===== src/rtl/aquila_data_initiator_if.sv =====
// Data-port bundle between the Aquila data master and a memory-model responder.
// Latency: none (wires only).
// Backpressure: the responder stalls the master by withholding data_ready_i.
interface aquila_data_initiator_if #(
    parameter int XLEN = 32
);
    logic                data_req_o;
    logic [XLEN-1:0]     data_addr_o;
    logic                data_rw_o;
    logic [XLEN/8-1:0]   data_byte_enable_o;
    logic [XLEN-1:0]     data_o;
    logic                data_ready_i;
    logic [XLEN-1:0]     data_i;

    // Initiator side drives the request and samples the completion.
    modport master (
        output data_req_o,
        output data_addr_o,
        output data_rw_o,
        output data_byte_enable_o,
        output data_o,
        input  data_ready_i,
        input  data_i
    );

    // Responder side observes the request and returns the completion.
    modport slave (
        input  data_req_o,
        input  data_addr_o,
        input  data_rw_o,
        input  data_byte_enable_o,
        input  data_o,
        output data_ready_i,
        output data_i
    );
endinterface


===== src/rtl/aquila_data_initiator.sv =====
// Pseudo-random data-port initiator: issues num_txn_i LFSR-driven requests, checksums read data.
// Latency: request is presented one cycle after ISSUE; at least one req-low cycle between requests.
// Backpressure: each request is held stable until data_ready_i, or aborted after TIMEOUT wait cycles.
module aquila_data_initiator #(
    parameter int          XLEN      = 32,
    parameter logic [31:0] SEED      = 32'h0000_0001,
    parameter logic [31:0] ADDR_MASK = 32'h0000_0FFC,
    parameter int          TIMEOUT   = 255
) (
    input  logic                    clk_i,
    input  logic                    rst_ni,
    input  logic                    start_i,
    input  logic [15:0]             num_txn_i,
    aquila_data_initiator_if.master dport,
    output logic                    busy_o,
    output logic                    done_o,
    output logic                    timeout_o,
    output logic [15:0]             txn_count_o,
    output logic [XLEN-1:0]         rd_checksum_o
);

    localparam int BW = XLEN / 8;
    localparam int WW = (TIMEOUT > 1) ? $clog2(TIMEOUT) : 1;
    localparam logic [31:0] TAPS = 32'h8020_0003;

    typedef enum logic [2:0] {
        IDLE  = 3'd0,
        ISSUE = 3'd1,
        WAIT  = 3'd2,
        DONE  = 3'd3,
        TOUT  = 3'd4
    } state_t;

    state_t          state_q, state_d;
    logic            req_q, req_d;
    logic [XLEN-1:0] addr_q, addr_d;
    logic            rw_q, rw_d;
    logic [BW-1:0]   be_q, be_d;
    logic [XLEN-1:0] wdat_q, wdat_d;
    logic            busy_q, busy_d;
    logic            done_q, done_d;
    logic            tout_q, tout_d;
    logic [15:0]     cnt_q, cnt_d;
    logic [15:0]     num_q, num_d;
    logic [XLEN-1:0] csum_q, csum_d;
    logic [31:0]     lfsr_q, lfsr_d;
    logic [WW-1:0]   wait_q, wait_d;

    // Request fields decoded from the current LFSR value.
    logic [1:0]      req_off;
    logic [BW-1:0]   req_be;
    logic [XLEN-1:0] req_addr;
    logic [XLEN-1:0] req_wdat;
    logic [31:0]     lfsr_next;
    logic [XLEN-1:0] rd_mask;
    logic            more_txn;

    // Decode size/offset/lane enables from the LFSR; word accesses are always aligned.
    always_comb begin
        req_off = 2'd0;
        req_be  = '1;
        unique case (lfsr_q[2:1])
            2'd0: begin
                req_off = lfsr_q[4:3];
                req_be  = BW'(1) << req_off;
            end
            2'd1: begin
                req_off = {lfsr_q[4], 1'b0};
                req_be  = BW'(3) << req_off;
            end
            default: begin
                req_off = 2'd0;
                req_be  = '1;
            end
        endcase
        req_addr  = XLEN'(lfsr_q & ADDR_MASK) | XLEN'(req_off);
        req_wdat  = XLEN'({lfsr_q[15:0], lfsr_q[31:16]});
        lfsr_next = lfsr_q[0] ? ((lfsr_q >> 1) ^ TAPS) : (lfsr_q >> 1);
        more_txn  = ({1'b0, cnt_q} + 17'd1) < {1'b0, num_q};
    end

    // Expand the held lane enables into a bit mask so disabled lanes never reach the checksum.
    always_comb begin
        rd_mask = '0;
        for (int i = 0; i < BW; i++) begin
            rd_mask[i*8 +: 8] = {8{be_q[i]}};
        end
    end

    // Next-state and next-output logic; every output is registered from here.
    always_comb begin
        state_d = state_q;
        req_d   = req_q;
        addr_d  = addr_q;
        rw_d    = rw_q;
        be_d    = be_q;
        wdat_d  = wdat_q;
        busy_d  = busy_q;
        done_d  = done_q;
        tout_d  = tout_q;
        cnt_d   = cnt_q;
        num_d   = num_q;
        csum_d  = csum_q;
        lfsr_d  = lfsr_q;
        wait_d  = wait_q;

        unique case (state_q)
            IDLE, DONE, TOUT: begin
                if (start_i) begin
                    done_d = 1'b0;
                    tout_d = 1'b0;
                    cnt_d  = '0;
                    csum_d = '0;
                    lfsr_d = SEED;
                    num_d  = num_txn_i;
                    if (num_txn_i == 16'd0) begin
                        state_d = DONE;
                        done_d  = 1'b1;
                        busy_d  = 1'b0;
                    end else begin
                        state_d = ISSUE;
                        busy_d  = 1'b1;
                        wait_d  = '0;
                    end
                end
            end

            // Latch the request; req rises as WAIT is entered.
            ISSUE: begin
                req_d   = 1'b1;
                addr_d  = req_addr;
                rw_d    = lfsr_q[0];
                be_d    = req_be;
                wdat_d  = req_wdat;
                state_d = WAIT;
            end

            WAIT: begin
                if (dport.data_ready_i) begin
                    req_d  = 1'b0;
                    cnt_d  = cnt_q + 16'd1;
                    lfsr_d = lfsr_next;
                    if (!rw_q) begin
                        csum_d = {csum_q[XLEN-2:0], csum_q[XLEN-1]} ^ (dport.data_i & rd_mask);
                    end
                    if (more_txn) begin
                        state_d = ISSUE;
                        wait_d  = '0;
                    end else begin
                        state_d = DONE;
                        done_d  = 1'b1;
                        busy_d  = 1'b0;
                    end
                end else if (wait_q == WW'(TIMEOUT - 1)) begin
                    // This is the TIMEOUT-th cycle without a response: give up.
                    state_d = TOUT;
                    req_d   = 1'b0;
                    tout_d  = 1'b1;
                    busy_d  = 1'b0;
                end else begin
                    wait_d = wait_q + WW'(1);
                end
            end

            default: begin
                state_d = IDLE;
                req_d   = 1'b0;
                busy_d  = 1'b0;
            end
        endcase
    end

    // Single state/output register bank with asynchronous active-low reset.
    always_ff @(posedge clk_i or negedge rst_ni) begin
        if (!rst_ni) begin
            state_q <= IDLE;
            req_q   <= 1'b0;
            addr_q  <= '0;
            rw_q    <= 1'b0;
            be_q    <= '0;
            wdat_q  <= '0;
            busy_q  <= 1'b0;
            done_q  <= 1'b0;
            tout_q  <= 1'b0;
            cnt_q   <= '0;
            num_q   <= '0;
            csum_q  <= '0;
            lfsr_q  <= SEED;
            wait_q  <= '0;
        end else begin
            state_q <= state_d;
            req_q   <= req_d;
            addr_q  <= addr_d;
            rw_q    <= rw_d;
            be_q    <= be_d;
            wdat_q  <= wdat_d;
            busy_q  <= busy_d;
            done_q  <= done_d;
            tout_q  <= tout_d;
            cnt_q   <= cnt_d;
            num_q   <= num_d;
            csum_q  <= csum_d;
            lfsr_q  <= lfsr_d;
            wait_q  <= wait_d;
        end
    end

    assign dport.data_req_o         = req_q;
    assign dport.data_addr_o        = addr_q;
    assign dport.data_rw_o          = rw_q;
    assign dport.data_byte_enable_o = be_q;
    assign dport.data_o             = wdat_q;
    assign busy_o                   = busy_q;
    assign done_o                   = done_q;
    assign timeout_o                = tout_q;
    assign txn_count_o              = cnt_q;
    assign rd_checksum_o            = csum_q;

endmodule


===== src/flat_wrapper.sv =====
// flat-port wrapper written by rule: the top's interface ports become plain ports
module aquila_data_initiator_flat 
#(
    parameter int          XLEN      = 32,
    parameter logic [31:0] SEED      = 32'h0000_0001,
    parameter logic [31:0] ADDR_MASK = 32'h0000_0FFC,
    parameter int          TIMEOUT   = 255
)
  (clk_i, rst_ni, start_i, num_txn_i, busy_o, done_o, timeout_o, txn_count_o, rd_checksum_o, dport_data_req_o, dport_data_addr_o, dport_data_rw_o, dport_data_byte_enable_o, dport_data_o, dport_data_ready_i, dport_data_i);
  aquila_data_initiator_if #(.XLEN(XLEN)) dport_i ();
  input  logic clk_i;
  input  logic rst_ni;
  input  logic start_i;
  input  logic [15:0] num_txn_i;
  output logic busy_o;
  output logic done_o;
  output logic timeout_o;
  output logic [15:0] txn_count_o;
  output logic [XLEN-1:0] rd_checksum_o;
  output wire logic [$bits(dport_i.data_req_o)-1:0] dport_data_req_o;
  output wire logic [$bits(dport_i.data_addr_o)-1:0] dport_data_addr_o;
  output wire logic [$bits(dport_i.data_rw_o)-1:0] dport_data_rw_o;
  output wire logic [$bits(dport_i.data_byte_enable_o)-1:0] dport_data_byte_enable_o;
  output wire logic [$bits(dport_i.data_o)-1:0] dport_data_o;
  input wire logic [$bits(dport_i.data_ready_i)-1:0] dport_data_ready_i;
  input wire logic [$bits(dport_i.data_i)-1:0] dport_data_i;
  assign dport_data_req_o = dport_i.data_req_o;
  assign dport_data_addr_o = dport_i.data_addr_o;
  assign dport_data_rw_o = dport_i.data_rw_o;
  assign dport_data_byte_enable_o = dport_i.data_byte_enable_o;
  assign dport_data_o = dport_i.data_o;
  assign dport_i.data_ready_i = dport_data_ready_i;
  assign dport_i.data_i = dport_data_i;
  aquila_data_initiator #(.XLEN(XLEN), .SEED(SEED), .ADDR_MASK(ADDR_MASK), .TIMEOUT(TIMEOUT)) u_core (.clk_i(clk_i), .rst_ni(rst_ni), .start_i(start_i), .num_txn_i(num_txn_i), .dport(dport_i), .busy_o(busy_o), .done_o(done_o), .timeout_o(timeout_o), .txn_count_o(txn_count_o), .rd_checksum_o(rd_checksum_o));
endmodule

===== config.mk =====
export PLATFORM = sky130hd
export DESIGN_NAME = aquila_data_initiator_flat
export DESIGN_NICKNAME = d
export VERILOG_FILES = /design/src/rtl/aquila_data_initiator_if.sv /design/src/rtl/aquila_data_initiator.sv /design/src/flat_wrapper.sv
export SDC_FILE = /design/constraint.sdc
export NUM_CORES = 1
export LEC_CHECK = 0
export CAP_MARGIN = 20
export CORE_MARGIN = 1
export CORE_UTILIZATION = 50
export DETAILED_ROUTE_END_ITERATION = 6
export GPL_ROUTABILITY_DRIVEN = 0
export PLACE_DENSITY = 0.85
export SLEW_MARGIN = 20
export SYNTH_ARGS = -nofsm -noshare
export SYNTH_HDL_FRONTEND = slang
export SYNTH_SLANG_ARGS = --single-unit

===== constraint.sdc =====
create_clock -name clk_i -period 5 [get_ports clk_i]
set_clock_uncertainty 0.2 [all_clocks]
set_input_delay 0.5 -clock clk_i [delete_from_list [all_inputs] [get_ports clk_i]]
set_output_delay 0.5 -clock clk_i [all_outputs]
set_load 0.01 [all_outputs]

==> impl_metrics.csv <==
group,metric,value,unit
critical_path,critPathCaptureType,"register",
timing,setup_viol,0,
global_route,grt_pass1_vias,5350,
yosys,synth_xor_xnor_area_share,0.0586,
layout,fillerInstances,1083,
clocking,cts_root_buf,"clkbuf_16",
status,status,"finished with violations",
timing,worst_hold_slack,-0.0207,ns
yosys,synth_fa_ha_area_frac,0.0307,
layout,layout.nets,902,
yosys,synth-main-ff-cell,"dfrtp_1",
yosys,synth_top_family_by_area,"compound AO/OA/AOI/OAI gates",
yosys,yosys.area_share.simple,0.113,
yosys,postSynthCellCount,705,
clocking,post_cts_buffers,0,
floorplanning,ioPinCount,173,
layout,regArea,3730,sq um
layout,stdcell_area,9370,sq um
route,dr.pass1.iters,5,
clocking,cts_tree,"yes",
yosys,netlist_area,7330,sq um
yosys,synth_compound_area_frac,0.166,
clocking,cts_hold_buffers,0,
timing,max_slew_margin,0.324,
route,drtIter0Drc,350,
clocking,cts-buffers-inserted,17,
status,violations,"hold timing",
place,dpl.cell_count,993,
yosys,synth_edf_count,0,
timing,fmax,269,MHz
yosys,yosys_warnings,0,
floorplanning,die_w,123,microns
yosys,avgSynthCellArea,10.4,sq um
yosys,synthMuxAreaShare,0.0507,
timing,worst_pin_slew,1.01,ns
clocking,cts_buffer_depth,2,
place,dpl-instance-area,8800,sq um
clocking,clk_pin_slew,0.06,ns
yosys,ys_ff_latch,149,
flow_run,cap_violations,0,
critical_path,critPathLaunchType,"register",
yosys,synth-async-reset-ratio,1.00,
critical_path,required,5.13,ns
timing,rsz0062_at_grt,"false",
pwr,p_leak,0.00420,uW
floorplanning,num_rows,43,
layout,syn_to_final_growth,27.9,%
layout,fin_util,0.665,
layout,final_cells,1025,
timing,min_period_over_period,0.745,
yosys,synth_seq_area_share,0.509,
global_route,grt_pass1_wl,27.1,mm
route,dr_total_vias,5634,
layout,multi_input_area,3160,sq um
global_route,globalRouteTotalUtil,0.233,
timing,drv_slew,0,
place,numPortBuffers,152,
yosys,synth_cell_types,55,
timing,fin_tns_setup,0,ns
global_route,antenna_found_initial,0,
clocking,cts_max_level,4,
route,routed_wl,16.9,mm
yosys,synth_top_area_cell,"dfrtp_1",
pwr,vdd_ir_drop_max,372,uV
critical_path,path_max_fanout,10,
layout,drive_above_1_share,0.104,
pwr,powerDensity,464,nW/um^2
critical_path,cp_data_arrival_time,3.86,ns
place,dp_hpwl,11.3,mm
global_route,grt_overflow_total,0,
route,viasPerCell,5.50,
clocking,clk_latency,0.42,ns
route,drt_drc_violations_left,0,
yosys,synth_top_area_frac,0.505,
floorplanning,start_util,0.520,
global_route,grt_max_degree,110,
floorplanning,coreArea,14100,sq um
timing,layout_min_cycle_time,3.72,ns
yosys,synth.area.top_cells,"dfrtp_1 51%, nand2_1 5.5%, mux2_2 5.1%",
clocking,clkSinkCount,149,
timing,hold_viol_final,13,
critical_path,worstSetupPathType,"register to register",
route,ant_nets,0,
layout,antenna_cells,0,
floorplanning,die_h,123,microns
floorplanning,die_area,15100,sq um
route,wl_per_cell,16.5,microns
worst_hold_path,hp-class,"input port to asynchronous set/reset pin",
clocking,ctsResizeCount,0,
-- where the power goes --
group / switching [uW] / internal [uW]
Combinational: 814 / 621
Sequential: 235 / 1440
Clock: 537 / 700
-- routing by layer --
layer	vias up	routed length (microns)	GRT usage
met5	-	0	0
met3	23	1190	0.0701
li1	2682	-	-
met4	0	250	0.0813
met2	199	8210	0.377
met1	2730	7270	0.298
-- sequential cells by signal, summed over array words and instances (netlist names) --
signal,flops
u_core.lfsr_q,32
u_core.state_q,3
u_core.timeout_o,1
u_core.dport.data_req_o,1
u_core.done_o,1
u_core.dport.data_addr_o,2
u_core.busy_o,1
u_core.txn_count_o,16
u_core.dport.data_byte_enable_o,4
u_core.dport.data_o,32
u_core.num_q,16
u_core.rd_checksum_o,32
u_core.wait_q,8
-- worst max-delay path: stages (launching register included) --
cell and delay (ns):
dfrtp_1 0.46, ha_1 0.28, nand4_1 0.22, nor4_2 0.56
nand3_1 0.20, xnor2_1 0.17, ha_1 0.30, nand3_1 0.13
or2_2 0.34, a2111oi_2 0.40, a211oi_4 0.13, a41oi_1 0.26
-- cells in the mapped netlist, drive strengths merged, types with 2 or more instances --
| library cell | instances |
|---|---|
| a21boi | 2 |
| a21o | 2 |
| a21oi | 25 |
| a22o | 31 |
| a31o | 2 |
| a31oi | 9 |
| a41oi | 4 |
| and2 | 2 |
| and3 | 3 |
| buf | 54 |
| clkbuf | 15 |
| dfrtp | 148 |
| ha | 18 |
| inv | 30 |
| mux2 | 33 |
| nand2 | 107 |
| nand2b | 3 |
| nand3 | 12 |
| nand4 | 8 |
| nor2 | 26 |
| nor3 | 7 |
| nor4 | 5 |
| o211ai | 4 |
| o21a | 6 |
| o21ai | 43 |
| o31ai | 39 |
| or2 | 2 |
| or4 | 2 |
| xnor2 | 13 |
| xor2 | 36 |
-- cell type report --
cell class,count,share of cell area
Clock buffer,18,0.0458
Clock inverter,14,0.0154
Inverter,30,0.0120
Multi-Input combinational cell,476,0.337
Sequential cell,149,0.398
Tap cell,180,0.0240
Timing Repair Buffer,158,0.167
-- path summary, 6_finish.rpt --
path	start	end	slack (ns)	cells after the start
max	u_core.txn_count_o[0]	u_core.wait_q[4]	1.28	11
min	rst_ni	u_core.rd_checksum_o[15]	-0.02	1
max reg2reg	u_core.txn_count_o[0]	u_core.wait_q[4]	1.28	11
min reg2reg	u_core.num_q[0]	u_core.num_q[0]	0.30	2
max in group asynchronous	rst_ni	u_core.dport.data_byte_enable_o[1]	3.44	2
min in group clk_i	u_core.num_q[0]	u_core.num_q[0]	0.30	2
-- per-stage QoR --
| stage | hold slack (ns) | power, uW | worst slack, ns |
|---|---|---|---|
| after global routing | 0.0680 | 4620 | 1.11 |
| after floorplan | 0.00441 | 2560 | 1.78 |
| final | -0.0207 | 4350 | 1.28 |
| after CTS | 0.0468 | 4380 | 1.29 |
| after global placement | 0.261 | 3090 | 1.52 |
| after detailed placement | 0.277 | 3120 | 1.34 |
-- cells by family (layout without fill, tap and decap cells) --
logic type	after synthesis	after routing
xor gates and xnor gates	49	49
buffers and inverters	99	220
and+or+nand+nor	181	181
muxes	33	33
adders and majority gates	18	18
DFF	149	149
AOI/OAI and AO/OA	175	175
other	1	20
-- cells in the final DEF (no fill, tap or decap), types with 5 or more instances in the layout --
master           instances
nor2_1                  23
nor3_1                   5
xor2_1                  36
xnor2_1                 13
inv_1                   30
a22o_1                  31
nand3_1                 12
clkbuf_16               17
buf_4                    6
mux2_2                  33
ha_1                    18
o21ai_0                 41
dfrtp_1                148
a21oi_1                 25
nand2_1                107
nand4_1                  8
clkinv_4                 5
o31ai_1                 39
a31oi_1                  9
o21a_1                   6
clkdlybuf4s50_1        151
conb_1                  20
(Power assumes the default switching activity.)
